--- src/rtl/pwm_dc_ramp_if.sv ---
// Control/status bundle between board inputs, the ramp sequencer and the PWM stage.
// master drives run controls; slave is the sequencer.
interface pwm_dc_ramp_if #(
    parameter int DC_W = 10
);
    logic            i_en;
    logic            i_hold;
    logic [3:0]      i_step;
    logic [DC_W-1:0] o_dc;
    logic            o_active;
    logic            o_tick;
    logic            o_cycle_done;

    modport master (
        output i_en, i_hold, i_step,
        input  o_dc, o_active, o_tick, o_cycle_done
    );

    modport slave (
        input  i_en, i_hold, i_step,
        output o_dc, o_active, o_tick, o_cycle_done
    );
endinterface

--- src/rtl/pwm_dc_ramp.sv ---
// Triangle-wave duty-cycle sequencer ("breathing" LED) feeding simple_pwm.
// Ramps 0 -> MAX, dwells, ramps back to 0, dwells, repeats; one step per prescaler tick.
module pwm_dc_ramp #(
    parameter int DC_W  = 10,
    parameter int DIV   = 48828,
    parameter int DWELL = 64
) (
    input logic        i_clk,
    input logic        i_rst,
    pwm_dc_ramp_if.slave bus
);
    localparam int PW = $clog2(DIV);
    localparam int DW = (DWELL > 1) ? $clog2(DWELL) : 1;
    localparam logic [PW-1:0]   P_LAST = PW'(DIV - 1);
    localparam logic [DW-1:0]   D_LAST = DW'(DWELL - 1);
    localparam logic [DC_W-1:0] MAX    = '1;

    typedef enum logic [2:0] {IDLE, UP, TOP, DOWN, BOT} state_t;

    state_t          state_q, state_d;
    logic [PW-1:0]   pcnt_q, pcnt_d;
    logic [DW-1:0]   dcnt_q, dcnt_d;
    logic [DC_W-1:0] dc_q, dc_d;
    logic            tick_q, tick_d;
    logic            done_q, done_d;
    logic            active_q, active_d;

    logic [3:0]      step;
    logic [DC_W:0]   s_ext;
    logic [DC_W:0]   sum;

    // Sum and compare carry one extra bit so clamping never sees a wrapped value.
    assign step  = (bus.i_step == 4'd0) ? 4'd1 : bus.i_step;
    assign s_ext = (DC_W+1)'(step);
    assign sum   = {1'b0, dc_q} + s_ext;

    always_comb begin
        state_d = state_q;
        pcnt_d  = pcnt_q;
        dcnt_d  = dcnt_q;
        dc_d    = dc_q;
        tick_d  = 1'b0;
        done_d  = 1'b0;
        if (!bus.i_en) begin
            state_d = IDLE;
            pcnt_d  = '0;
            dcnt_d  = '0;
            dc_d    = '0;
        end else if (state_q == IDLE) begin
            state_d = UP;
            pcnt_d  = '0;
            dcnt_d  = '0;
            dc_d    = '0;
        end else if (!bus.i_hold) begin
            if (pcnt_q != P_LAST) begin
                pcnt_d = pcnt_q + 1'b1;
            end else begin
                pcnt_d = '0;
                tick_d = 1'b1;
                unique case (state_q)
                    UP: begin
                        if (sum >= {1'b0, MAX}) begin
                            dc_d    = MAX;
                            state_d = TOP;
                            dcnt_d  = '0;
                        end else begin
                            dc_d = sum[DC_W-1:0];
                        end
                    end
                    TOP: begin
                        if (dcnt_q == D_LAST) begin
                            state_d = DOWN;
                            dcnt_d  = '0;
                        end else begin
                            dcnt_d = dcnt_q + 1'b1;
                        end
                    end
                    DOWN: begin
                        if ({1'b0, dc_q} <= s_ext) begin
                            dc_d    = '0;
                            state_d = BOT;
                            dcnt_d  = '0;
                        end else begin
                            dc_d = dc_q - s_ext[DC_W-1:0];
                        end
                    end
                    BOT: begin
                        if (dcnt_q == D_LAST) begin
                            state_d = UP;
                            dcnt_d  = '0;
                            done_d  = 1'b1;
                        end else begin
                            dcnt_d = dcnt_q + 1'b1;
                        end
                    end
                    default: begin
                        state_d = IDLE;
                    end
                endcase
            end
        end
        active_d = (state_d != IDLE);
    end

    always_ff @(posedge i_clk or posedge i_rst) begin
        if (i_rst) begin
            state_q  <= IDLE;
            pcnt_q   <= '0;
            dcnt_q   <= '0;
            dc_q     <= '0;
            tick_q   <= 1'b0;
            done_q   <= 1'b0;
            active_q <= 1'b0;
        end else begin
            state_q  <= state_d;
            pcnt_q   <= pcnt_d;
            dcnt_q   <= dcnt_d;
            dc_q     <= dc_d;
            tick_q   <= tick_d;
            done_q   <= done_d;
            active_q <= active_d;
        end
    end

    assign bus.o_dc         = dc_q;
    assign bus.o_active     = active_q;
    assign bus.o_tick       = tick_q;
    assign bus.o_cycle_done = done_q;
endmodule

--- src/flat_wrapper.sv ---
// flat-port wrapper written by rule: the top's interface ports become plain ports
module pwm_dc_ramp_flat 
#(
    parameter int DC_W  = 10,
    parameter int DIV   = 48828,
    parameter int DWELL = 64
)
  (i_clk, i_rst, bus_i_en, bus_i_hold, bus_i_step, bus_o_dc, bus_o_active, bus_o_tick, bus_o_cycle_done);
  pwm_dc_ramp_if #(.DC_W(DC_W)) bus_i ();
  input logic i_clk;
  input logic i_rst;
  input wire logic [$bits(bus_i.i_en)-1:0] bus_i_en;
  input wire logic [$bits(bus_i.i_hold)-1:0] bus_i_hold;
  input wire logic [$bits(bus_i.i_step)-1:0] bus_i_step;
  output wire logic [$bits(bus_i.o_dc)-1:0] bus_o_dc;
  output wire logic [$bits(bus_i.o_active)-1:0] bus_o_active;
  output wire logic [$bits(bus_i.o_tick)-1:0] bus_o_tick;
  output wire logic [$bits(bus_i.o_cycle_done)-1:0] bus_o_cycle_done;
  assign bus_i.i_en = bus_i_en;
  assign bus_i.i_hold = bus_i_hold;
  assign bus_i.i_step = bus_i_step;
  assign bus_o_dc = bus_i.o_dc;
  assign bus_o_active = bus_i.o_active;
  assign bus_o_tick = bus_i.o_tick;
  assign bus_o_cycle_done = bus_i.o_cycle_done;
  pwm_dc_ramp #(.DC_W(DC_W), .DIV(DIV), .DWELL(DWELL)) u_core (.i_clk(i_clk), .i_rst(i_rst), .bus(bus_i));
endmodule
--- config.mk ---
export PLATFORM = sky130hd
export DESIGN_NAME = pwm_dc_ramp_flat
export DESIGN_NICKNAME = d
export VERILOG_FILES = /design/src/rtl/pwm_dc_ramp_if.sv /design/src/rtl/pwm_dc_ramp.sv /design/src/flat_wrapper.sv
export SDC_FILE = /design/constraint.sdc
export NUM_CORES = 1
export LEC_CHECK = 0
export ABC_AREA = 1
export CORE_MARGIN = 5
export CORE_UTILIZATION = 61
export CTS_BUF_LIST = sky130_fd_sc_hd__clkbuf_8
export DETAILED_ROUTE_END_ITERATION = 16
export GPL_TIMING_DRIVEN = 0
export PLACE_DENSITY = 0.92
export SLEW_MARGIN = 5
export SYNTH_ARGS = -nofsm -noshare
export SYNTH_HDL_FRONTEND = slang
export SYNTH_SLANG_ARGS = --single-unit
--- constraint.sdc ---
create_clock -name i_clk -period 3.04 [get_ports i_clk]
set_input_delay 0.456 -clock i_clk [delete_from_list [all_inputs] [get_ports i_clk]]
set_output_delay 0.456 -clock i_clk [all_outputs]
set_load 0.02 [all_outputs]
== Word level (Yosys, flattened, before mapping) ==
Index checks and enable logic that the tools add are counted.
Widths: inputs -> output; s select.

* $add $sub $neg: 4
* $lt $le $gt $ge: 2
* Eq/ne operators: 12
* Mux-type cells: 39
* Reduce and logical (&&, ||, !) cells: 6

{| class="wikitable"
|+ Operators with widths
! kind !! count
|-
| $mux 16 || 4
|-
| $mux 10 || 6
|-
| $mux 6 || 7
|-
| $mux 3 || 8
|-
| $pmux 10 s2 || 1
|-
| $pmux 6 s3 || 1
|-
| $add 16x1->16 const B || 1
|-
| $ne 16x16->1 const B || 1
|-
| $pmux 3 s4 || 1
|-
| $add 10x4->11 || 1
|-
| $ge 11x10->1 const B || 1
|-
| $le 10x4->1 || 1
|-
| $mux 1 || 10
|-
| $sub 10x4->10 || 1
|-
| $ne 4x2->1 const B || 2
|-
| $add 6x1->6 const B || 1
|-
| $eq 3x2->1 const B || 2
|-
| $eq 6x6->1 const B || 1
|-
| $ne 3x2->1 const B || 2
|-
| $ne 5x2->1 const B || 1
|-
| $reduce_and 5->1 || 1
|-
| $logic_not 4->1 || 1
|-
| $mux 4 || 1
|-
| $ne 4x1->1 const B || 1
|-
| 6 further kinds || 6
|}

* Bits in registers: 38
* Input bits: 8
* Output and inout bits: 13

== Logic depth before layout (Yosys ltp) ==
Gate-level depths: netlist of the first run.

* Depth after elaboration: 11
* Mapped depth: 21
* Gate-level depth less buffers: 21

== Worst setup path before layout of the first run ==
No wires, ideal clock.

* Path kind: input to register
* Start point: input port bus_i_step[1]
* End point: register u_core.dcnt_q[2]
* Library setup time: 0.117 ns
* Data arrival time: 2.486 ns
* Setup slack: 0.437 ns
* Stages: 16
* Path buffers: 0
* Path through: inv_1 a31o_2 ha_1 inv_1 fa_1 or2_2 nor2_1 nand3_1 nor2_1 nand2_1 nor2_4 a21oi_4 nand3_4 nand3_4 nand2_1 nand2_1

* Word-level cells in the longest chain between the ends: 6
* Elaborated cells on any way between the ends: 8
* Classes of those cells: 1 x add/sub; 2 x order compare; 2 x eq/ne; 1 x mux; 2 x reduce/logical

{| class="wikitable"
|+ RTL lines
! element !! RTL line !! source
|-
| from (decl) || flat_wrapper.sv:14 || <nowiki>input wire logic [$bits(bus_i.i_step)-1:0] bus_i_step;</nowiki>
|-
| $logic_not 4->1 || pwm_dc_ramp.sv:33 || <nowiki>assign step = (bus.i_step == 4'd0) ? 4'd1 : bus.i_step;</nowiki>
|-
| $mux 4 * || pwm_dc_ramp.sv:33 ||
|-
| $add 10x4->11 || pwm_dc_ramp.sv:35 || <nowiki>assign sum = {1'b0, dc_q} + s_ext;</nowiki>
|-
| $ge 11x10->1 || pwm_dc_ramp.sv:62 || <nowiki>if (sum >= {1'b0, MAX}) begin</nowiki>
|-
| $ne 4x2->1 (no source line) || n/a ||
|-
| $reduce_and 5->1 (no source line) * || n/a ||
|-
| to (signal assigned) || pwm_dc_ramp.sv:117 || <nowiki>dcnt_q <= dcnt_d;</nowiki>
|-
| to (decl) || pwm_dc_ramp.sv:22 || <nowiki>logic [DW-1:0] dcnt_q, dcnt_d;</nowiki>
|}

Every way passes the cells marked *; elsewhere a longest branch is shown, timed or not.
A chain may end at the register's enable or synchronous reset.

== Worst setup path in the final report of the first run ==
* Start point: input port bus_i_step[0]
* End point: register u_core.dc_q[0] (netlist: u_core.bus.o_dc[0])

* Word-level cells in the longest chain between the ends: 10
* Elaborated cells on any way between the ends: 13
* Classes of those cells: 2 x add/sub; 2 x order compare; 8 x mux; 1 x reduce/logical

{| class="wikitable"
|+ RTL lines
! element !! RTL line !! source
|-
| $logic_not 4->1 || pwm_dc_ramp.sv:33 ||
|-
| $mux 4 * || pwm_dc_ramp.sv:33 ||
|-
| $add 10x4->11 || pwm_dc_ramp.sv:35 ||
|-
| $ge 11x10->1 || pwm_dc_ramp.sv:62 ||
|-
| $mux 10 || pwm_dc_ramp.sv:62 ||
|-
| $pmux 10 s2 * || pwm_dc_ramp.sv:60 || <nowiki>unique case (state_q)</nowiki>
|-
| $mux 10 * || pwm_dc_ramp.sv:55 || <nowiki>if (pcnt_q != P_LAST) begin</nowiki>
|-
| $mux 10 * || pwm_dc_ramp.sv:54 || <nowiki>end else if (!bus.i_hold) begin</nowiki>
|-
| $mux 10 * || pwm_dc_ramp.sv:49 || <nowiki>end else if (state_q == IDLE) begin</nowiki>
|-
| $mux 10 * || pwm_dc_ramp.sv:44 || <nowiki>if (!bus.i_en) begin</nowiki>
|-
| to (signal assigned) || pwm_dc_ramp.sv:110 || <nowiki>dc_q <= '0;</nowiki>
|-
| to (signal assigned) || pwm_dc_ramp.sv:118 || <nowiki>dc_q <= dc_d;</nowiki>
|-
| to (decl) || pwm_dc_ramp.sv:23 || <nowiki>logic [DC_W-1:0] dc_q, dc_d;</nowiki>
|}

Every way passes the cells marked *; elsewhere a longest branch is shown, timed or not. The select of a mux whose other input is x is not followed.

==> metrics.log, run 1 <==
INFO  metric fmaxAchievable = 0.351 GHz
INFO  metric die-area = around 6300 um2
INFO  metric final_hold_violating_endpoints = 0
INFO  metric grt-ovfl-total = 0
INFO  metric synth-edff-count = 0
INFO  metric timing.critical_path.arrival = 3050 ps
INFO  metric synthesis.yosys.warnings = 0
INFO  metric outcome = complete, no violations
INFO  metric drt-total-wl = approximately 6800 um
INFO  metric postSynthCellCount = between 400 and 500
INFO  metric synth.area.top_cells = sky130_fd_sc_hd__dfrtp_1 (32%), sky130_fd_sc_hd__nand2_1 (13%), sky130_fd_sc_hd__inv_1 (7.7%), sky130_fd_sc_hd__nor2_1 (5.7%), sky130_fd_sc_hd__nand3_1 (5.6%)
INFO  metric timing.critical_path.required = about 3200 ps
INFO  metric wl_per_cell = between 10 and 15 um
INFO  metric critical_path_buf_inv_count = 2
INFO  metric post_synthesis_cell_type_with_the_largest_combined_area = sky130_fd_sc_hd__dfrtp_1
INFO  metric path_clk_slew = roughly 70 ps
INFO  metric tightestPinTransition = between 800 and 900 ps
INFO  metric critPathKind = in2reg
INFO  metric drt-initial-drc-count = 266
INFO  metric postRouteAntennaNets = 0
INFO  metric layout_worst_path_cycle_share = 0.937
INFO  metric synthesis.area_per_instance = 7.07 um2
INFO  metric bufs_on_longest_clock_path = 2
INFO  metric buffer_ports.inserted = 20
INFO  metric nature_of_the_critical_path_startpoint = input pin
INFO  metric antenna_found_initial = 0
INFO  metric timing.critical_path.max_delay_family = simple AND/OR/NAND/NOR gates
INFO  metric finalSetupTns = 0 ps
INFO  metric final_layout_size_suffix_gt1_frac = 0.139
INFO  metric post-synth-top-count-cell = sky130_fd_sc_hd__nand2_1
INFO  metric critical_path.max_stage_delay = 430 ps
INFO  metric finish.net_count = 466
INFO  metric ys_top_cells_by_count = sky130_fd_sc_hd__nand2_1 (101), sky130_fd_sc_hd__inv_1 (61), sky130_fd_sc_hd__nor2_1 (45), sky130_fd_sc_hd__dfrtp_1 (38), sky130_fd_sc_hd__nand3_1 (33)
INFO  metric synth_seq_cells = 38
INFO  metric top_level_ports = 21
INFO  metric synth.lib_cells_used.distinct = 44
INFO  metric post_route_total_power = between 0.9 and 1 mW
INFO  metric critPathMaxFanout = 5
INFO  metric row_count = 25
INFO  metric clock-skew-final = about 4.5 ps
INFO  metric diodes = 0
INFO  metric clock_tree_from_tritoncts = done
INFO  metric synthToLayoutAreaGrowth = 14.0%
INFO  metric grt_setup_unrepaired = false
INFO  metric setup_viol = 0
INFO  metric fin_ws = ~190 ps
INFO  metric grt_first_pass_wirelength = about 12000 um
INFO  metric drt_drc_violations_left = 0
INFO  metric starting_utilization_of_the_core_area = 0.626
INFO  metric num-fill-cells = 385
INFO  metric post-place-ws = -326 ps
INFO  metric ys_async_sr_fraction = 1.00
INFO  metric synth_sequential_area_ratio = 0.322
INFO  metric post-synth-top-area-fraction = 0.322
INFO  metric final_max_slew_viol_count = 0
INFO  metric list_of_cells_traversed_by_the_critical_path = clkdlybuf4s50_1 > a31o_4 > ha_2 > inv_1 > fa_1 > or2_2 > nor2_1 > nand3_1 > nor2_1 > nand2_1 > nor2_4 > nand2_2 > nand2_2 > nand2_2 > nand2_1 > nand2_1 > o21ai_0
INFO  metric ir_worst_vdd = 0.149 mV
INFO  metric grt_max_degree = 39
INFO  metric ctsHtreeMaxLevel = 2
INFO  metric cts_root_buffer = sky130_fd_sc_hd__clkbuf_8
INFO  metric mappedNetlistArea = 2960 um2
INFO  metric cts_hold_buf = 0
INFO  metric route.vias.total = approximately 2900
INFO  metric tritoncts.num_buffers = 5
INFO  metric cap_viol_max_count = 0
INFO  metric clock_sinks = 38
INFO  metric synth_ff_type = sky130_fd_sc_hd__dfrtp_1
INFO  metric drt_pass1_iterations = 4
INFO  metric place.gp.congestion = 0.929
INFO  metric route.detailed.vias_per_inst = about 5.6
INFO  metric die_x = between 70 and 80 um
INFO  metric coreArea = ~4700 um2
INFO  metric number_of_global_route_vias_before_repair = 2742
INFO  metric clock_insertion_delay_worst_skew = roughly 290 ps
INFO  metric pwr_density_cell = between 200 and 300 nW/um2
INFO  metric crit_path_top_delay_cell = sky130_fd_sc_hd__fa_1
INFO  metric worstHoldPathType = reg2reg
INFO  metric syn_nets = 438
INFO  metric detailedPlacementHpwl = ~5000 um
INFO  metric total_leakage_power = approximately 1.6 nW
INFO  metric cp_endpoint_kind = flop
INFO  metric die_y = about 80 um
INFO  metric fin_crit = 2850 ps
INFO  metric global_route_usage_sum = 0.232
INFO  metric relSlewSlack = 0.452
[registers in the layout (all words and copies together), names as in the netlist]
name                     cells
u_core.pcnt_q               16
u_core.bus.o_tick            1
u_core.state_q               3
u_core.bus.o_dc             10
u_core.dcnt_q                6
u_core.bus.o_cycle_done      1
u_core.bus.o_active          1
[logic make-up after synthesis]
kind of cell,after synthesis,synth area share
compound gates,54,0.127
flops,38,0.322
fa+ha+maj,12,0.0559
simple gates,231,0.373
buf+inv,74,0.0961
xor+xnor,9,0.0267
[routing by layer]
layer  vias up  share of wire  GRT usage
met5         -              0          0
met4         0          0.013     0.0808
met3        12          0.055     0.0248
met2        90           0.50      0.402
met1      1338           0.43      0.298
li1       1417              -          -
[report_power, final]
group	switching (mW)	internal [mW]	leakage [nW]
clock	0.179	0.180	0.0524
combinational	0.0766	0.0358	1.07
sequential	0.00208	0.508	0.527
[final cells by class]
| class | count | area, um2 | area share |
|---|---|---|---|
| clock inverter | 2 | 8.76 | 0.00260 |
| multi-input combinational | 306 | 1740 | 0.518 |
| timing repair buffer | 21 | 215 | 0.0639 |
| inverter | 68 | 255 | 0.0758 |
| sequential | 38 | 951 | 0.282 |
| tap | 67 | 83.8 | 0.0249 |
| clock buffer | 6 | 82.6 | 0.0245 |
| buffer | 6 | 28.8 | 0.00854 |
[worst register-to-register path, stage by stage (launching register included)]
cell                      delay (ps)
sky130_fd_sc_hd__dfrtp_1         410
sky130_fd_sc_hd__inv_1            90
sky130_fd_sc_hd__ha_1            150
sky130_fd_sc_hd__inv_1            60
sky130_fd_sc_hd__fa_1            390
sky130_fd_sc_hd__nand2_1          90
sky130_fd_sc_hd__nand2_1          60
sky130_fd_sc_hd__a21oi_2         180
sky130_fd_sc_hd__nand2_1         110
sky130_fd_sc_hd__o21ai_1         100
sky130_fd_sc_hd__inv_1            90
sky130_fd_sc_hd__nor2_4          150
sky130_fd_sc_hd__nor2_2          110
sky130_fd_sc_hd__nor2_1          100
sky130_fd_sc_hd__nand2_1          70
sky130_fd_sc_hd__nand2_1          80
sky130_fd_sc_hd__nand2_2          50
sky130_fd_sc_hd__nor2_1          120
sky130_fd_sc_hd__nand2_2          70
[worst paths after layout]
kind	startpoint	endpoint	slack [ps]	cells past startpoint
setup / recovery	bus_i_step[0]	u_core.bus.o_dc[0]$_DFFE_PP0P_	190	17
hold / removal	u_core.dcnt_q[3]$_DFFE_PP0P_	u_core.dcnt_q[3]$_DFFE_PP0P_	510	2
setup reg to reg	u_core.bus.o_dc[0]$_DFFE_PP0P_	u_core.bus.o_active$_DFF_PP0_	450	18
hold reg to reg	u_core.dcnt_q[3]$_DFFE_PP0P_	u_core.dcnt_q[3]$_DFFE_PP0P_	510	2
max in group asynchronous	i_rst	u_core.pcnt_q[2]$_DFFE_PP0P_	1870	2
min in group asynchronous	i_rst	u_core.bus.o_active$_DFF_PP0_	650	2
[what timing repair did]
action	4_1_cts	5_1_grt
setup buffers	1	0
gates cloned	0	0
gates resized for setup	6	6
pin swaps	6	7
endpoints found under the setup margin	1	16
[stage by stage]
stage | utilization | hold slack [ps] | area, um2 | cells
after floorplan | - | 464 | 2960 | 418
after CTS | 0.711 | 515 | 3360 | 514
after detailed placement | 0.686 | 496 | 3240 | 505
after global placement | 0.686 | 489 | 3240 | 505
final | 0.713 | 509 | 3370 | 514
after global routing | 0.713 | 546 | 3370 | 514
[cells in the final DEF, fill, tap and decap left out, drive strengths merged]
cell / synthesis / layout
clkdlybuf4s50: 0 / 17
dfrtp: 38 / 38
nor3: 12 / 12
clkbuf: 3 / 9
a22oi: 1 / 1
o31ai: 1 / 1
clkinv: 0 / 1
buf: 3 / 4
nor4: 2 / 2
a21oi: 16 / 16
a32o: 1 / 1
o21bai: 1 / 1
xnor2: 1 / 1
xor2: 8 / 8
a221oi: 1 / 1
o21ai: 17 / 17
inv: 68 / 69
nor2: 53 / 53
nand2: 112 / 112
ha: 10 / 10
nand3: 36 / 36
o22ai: 4 / 4
nand4: 13 / 13
a211oi: 3 / 3
or2: 1 / 1
a31o: 1 / 1
o211ai: 5 / 5
a31oi: 3 / 3
nor3b: 2 / 2
dlymetal6s2s: 0 / 3
fa: 2 / 2
No activity file was read; power rests on OpenSTA's default activity.
==> run 2: changes to the inputs <==
--- a/config.mk
+++ b/config.mk
@@ -11,8 +11,9 @@
 export CTS_BUF_LIST = sky130_fd_sc_hd__clkbuf_8
 export DETAILED_ROUTE_END_ITERATION = 16
 export GPL_TIMING_DRIVEN = 0
-export PLACE_DENSITY = 0.92
+export PLACE_DENSITY_LB_ADDON = 0.15
 export SLEW_MARGIN = 5
 export SYNTH_ARGS = -nofsm -noshare
 export SYNTH_HDL_FRONTEND = slang
 export SYNTH_SLANG_ARGS = --single-unit
+export TNS_END_PERCENT = 100
==> run 2 against run 1 <==
Power rose by 18%. Worst setup slack about the same. Cell count rose by 0.39%. Combinational power about the same. Hold slack improved by 4.4 ps. Critical path type unchanged. Largest cell class unchanged.
==> metrics.log, run 2 (synthesized netlist as in run 1, its figures left out) <==
INFO  metric number_of_global_route_vias_before_repair = between 2000 and 3000
INFO  metric final_hold_violating_endpoints = 0
INFO  metric multi_input_comb_area = about 1800 um2
INFO  metric grt-ovfl-total = 0
INFO  metric route.vias.total = roughly 2800
INFO  metric clock-skew-final = between 2 and 3 ps
INFO  metric most-common-layout-cells = sky130_fd_sc_hd__nand2_1 (100), sky130_fd_sc_hd__inv_1 (56), sky130_fd_sc_hd__nor2_1 (42)
INFO  metric place.gp.congestion = approximately 0.88
INFO  metric drt-total-wl = 6750 um
INFO  metric outcome = complete, no violations
INFO  metric postLayoutCoreUtil = 0.731
INFO  metric ctsHtreeMaxLevel = 2
INFO  metric critPathMaxFanout = 2
INFO  metric critPathKind = in2reg
INFO  metric tritoncts.num_buffers = 5
INFO  metric crit_path_start = bus_i_step[0]
INFO  metric cts_root_buffer = sky130_fd_sc_hd__clkbuf_8
INFO  metric ir_worst_vdd = approximately 0.18 mV
INFO  metric bufs_on_longest_clock_path = 2
INFO  metric wl_per_cell = 13.1 um
INFO  metric global_route_usage_sum = 0.239
INFO  metric drt_pass1_iterations = 5
INFO  metric die_x = ~80 um
INFO  metric cts_hold_buf = 0
INFO  metric grt_setup_unrepaired = false
INFO  metric path_clk_slew = around 80 ps
INFO  metric cap_viol_max_count = 0
INFO  metric fmaxAchievable = 0.351 GHz
INFO  metric total_leakage_power = between 1.5 and 2 nW
INFO  metric grt_first_pass_wirelength = about 12000 um
INFO  metric relSlewSlack = 0.463
INFO  metric largest_register = u_core.pcnt_q
INFO  metric antenna_found_initial = 0
INFO  metric cp_endpoint_kind = flop
INFO  metric grt_max_degree = 39
INFO  metric top_level_ports = 21
INFO  metric synthToLayoutAreaGrowth = 16.9%
INFO  metric post_route_total_power = between 1 and 1.5 mW
INFO  metric mostFrequentLayoutCell = sky130_fd_sc_hd__nand2_1
INFO  metric setup_viol = 0
INFO  metric die-area = between 6000 and 7000 um2
INFO  metric timing.rr.end = u_core.bus.o_active$_DFF_PP0_
INFO  metric tightestPinTransition = 805 ps
INFO  metric postRouteAntennaNets = 0
INFO  metric fin_ws = 192 ps
INFO  metric worstHoldPathType = reg2reg
INFO  metric nature_of_the_critical_path_startpoint = input pin
INFO  metric route.detailed.vias_per_inst = about 5.4
INFO  metric reg2reg_depth = 18
INFO  metric num-fill-cells = about 390
INFO  metric pwr_density_cell = roughly 330 nW/um2
INFO  metric detailedPlacementHpwl = roughly 4900 um
INFO  metric buffer_ports.inserted = 20
INFO  metric fin_crit = 2850 ps
INFO  metric clock_insertion_delay_worst_skew = between 200 and 300 ps
INFO  metric clock_sinks = 38
INFO  metric post-place-ws = -297 ps
INFO  metric clock_tree_from_tritoncts = done
INFO  metric starting_utilization_of_the_core_area = 0.626
INFO  metric crit_end = u_core.bus.o_active$_DFF_PP0_
INFO  metric timing.critical_path.arrival = ~3000 ps
INFO  metric row_count = 25
INFO  metric final_layout_size_suffix_gt1_frac = 0.149
INFO  metric largest_reg_flops = 16
INFO  metric diodes = 0
INFO  metric layout_worst_path_cycle_share = 0.937
INFO  metric crit-reg2reg-launch = u_core.bus.o_dc[0]$_DFFE_PP0P_
INFO  metric final-seq-area = about 950 um2
INFO  metric drt_drc_violations_left = 0
INFO  metric final_max_slew_viol_count = 0
INFO  metric drt-initial-drc-count = 194
INFO  metric coreArea = about 4700 um2
INFO  metric timing.critical_path.required = 3270 ps
INFO  metric finish.net_count = around 470
INFO  metric ff2ff_setup_slack = about 490 ps
INFO  metric die_y = 79.6 um
[run 2: changes by cell type in the layout (fill, tap and decap cells not counted), moves of 2 or more]
| cell | previous run | this run |
|---|---|---|
| sky130_fd_sc_hd__nand2_2 | 12 | 10 |
| sky130_fd_sc_hd__inv_1 | 58 | 56 |
| sky130_fd_sc_hd__bufinv_16 | 0 | 2 |
| sky130_fd_sc_hd__nor2_2 | 4 | 6 |
| sky130_fd_sc_hd__nor2_1 | 44 | 42 |
| sky130_fd_sc_hd__buf_4 | 2 | 4 |
[run 2: how the worst min path moves through the flow]
stage          slack, ps  cells after the start                            to                    startpoint
3_5_place_dp         500                      2  u_core.dcnt_q[4]$_DFFE_PP0P_  u_core.dcnt_q[4]$_DFFE_PP0P_
3_3_place_gp         490                      2  u_core.dcnt_q[4]$_DFFE_PP0P_  u_core.dcnt_q[4]$_DFFE_PP0P_
5_1_grt              540                      2  u_core.dcnt_q[1]$_DFFE_PP0P_  u_core.dcnt_q[1]$_DFFE_PP0P_
4_1_cts              520                      2  u_core.dcnt_q[4]$_DFFE_PP0P_  u_core.dcnt_q[4]$_DFFE_PP0P_
6_report             510                      2  u_core.dcnt_q[4]$_DFFE_PP0P_  u_core.dcnt_q[4]$_DFFE_PP0P_
2_1_floorplan        460                      2  u_core.dcnt_q[4]$_DFFE_PP0P_  u_core.dcnt_q[4]$_DFFE_PP0P_
[run 2: critical path, cell delays in order]
cell	delay (ps)
sky130_fd_sc_hd__clkdlybuf4s50_1	420
sky130_fd_sc_hd__a31o_4	220
sky130_fd_sc_hd__ha_4	160
sky130_fd_sc_hd__inv_2	50
sky130_fd_sc_hd__fa_1	430
sky130_fd_sc_hd__or2_2	280
sky130_fd_sc_hd__nor2_1	90
sky130_fd_sc_hd__nand3_1	80
sky130_fd_sc_hd__nor2_1	110
sky130_fd_sc_hd__nand2_1	100
sky130_fd_sc_hd__nor2_4	150
sky130_fd_sc_hd__nand2_2	70
sky130_fd_sc_hd__nand2_2	100
sky130_fd_sc_hd__nand2_1	60
sky130_fd_sc_hd__nand2_1	80
sky130_fd_sc_hd__nand2_1	60
sky130_fd_sc_hd__nand2_2	80
sky130_fd_sc_hd__nor2_2	40
sky130_fd_sc_hd__nand2_1	50
[run 2: final cells by class]
cell class                      count  share of cell area
Buffer                              6             0.00833
Clock buffer                        6              0.0239
Clock inverter                      2              0.0174
Inverter                           68              0.0739
Multi-Input combinational cell    306               0.510
Sequential cell                    38               0.275
Tap cell                           67              0.0243
Timing Repair Buffer               23              0.0667
[run 2: timing repair]
item	CTS	global route
setup buffers	0	3
gates resized for setup	2	14
setup endpoints to repair	1	18
pin swaps	0	8
[run 2: power by group]
group | switching (mW) | internal (mW)
clock | 0.182 | 0.350
sequential | 0.00233 | 0.508
combinational | 0.0763 | 0.0367
total | 0.261 | 0.895
[run 2: metrics by stage]
stage | TNS (ps) | area [um2] | cells | hold slack [ps]
after floorplan | 0 | 2960 | 418 | 464
after global placement | -4200 | 3240 | 505 | 490
after detailed placement | -4470 | 3240 | 505 | 497
after CTS | 0 | 3390 | 513 | 517
after global routing | 0 | 3450 | 516 | 544
final | 0 | 3450 | 516 | 513
[run 2: routing by layer]
| layer | vias to the layer above | wire (um) | GRT usage | part of all wire |
|---|---|---|---|---|
| met5 | - | 0 | 0 | 0 |
| met4 | 0 | 54 | 0.0945 | 0.0080 |
| met3 | 7 | 258 | 0.0418 | 0.038 |
| met2 | 70 | 3420 | 0.416 | 0.51 |
| met1 | 1275 | 3020 | 0.292 | 0.45 |
| li1 | 1419 | - | - | - |
==> run 3: changes to the inputs <==
--- a/config.mk
+++ b/config.mk
@@ -6,6 +6,7 @@
 export NUM_CORES = 1
 export LEC_CHECK = 0
 export ABC_AREA = 1
+export ABC_CLOCK_PERIOD_IN_PS = 3040
 export CORE_MARGIN = 5
 export CORE_UTILIZATION = 61
 export CTS_BUF_LIST = sky130_fd_sc_hd__clkbuf_8
==> results of run 3 <==
No change in the layout: final DEF, timing and power equal those of run 2.
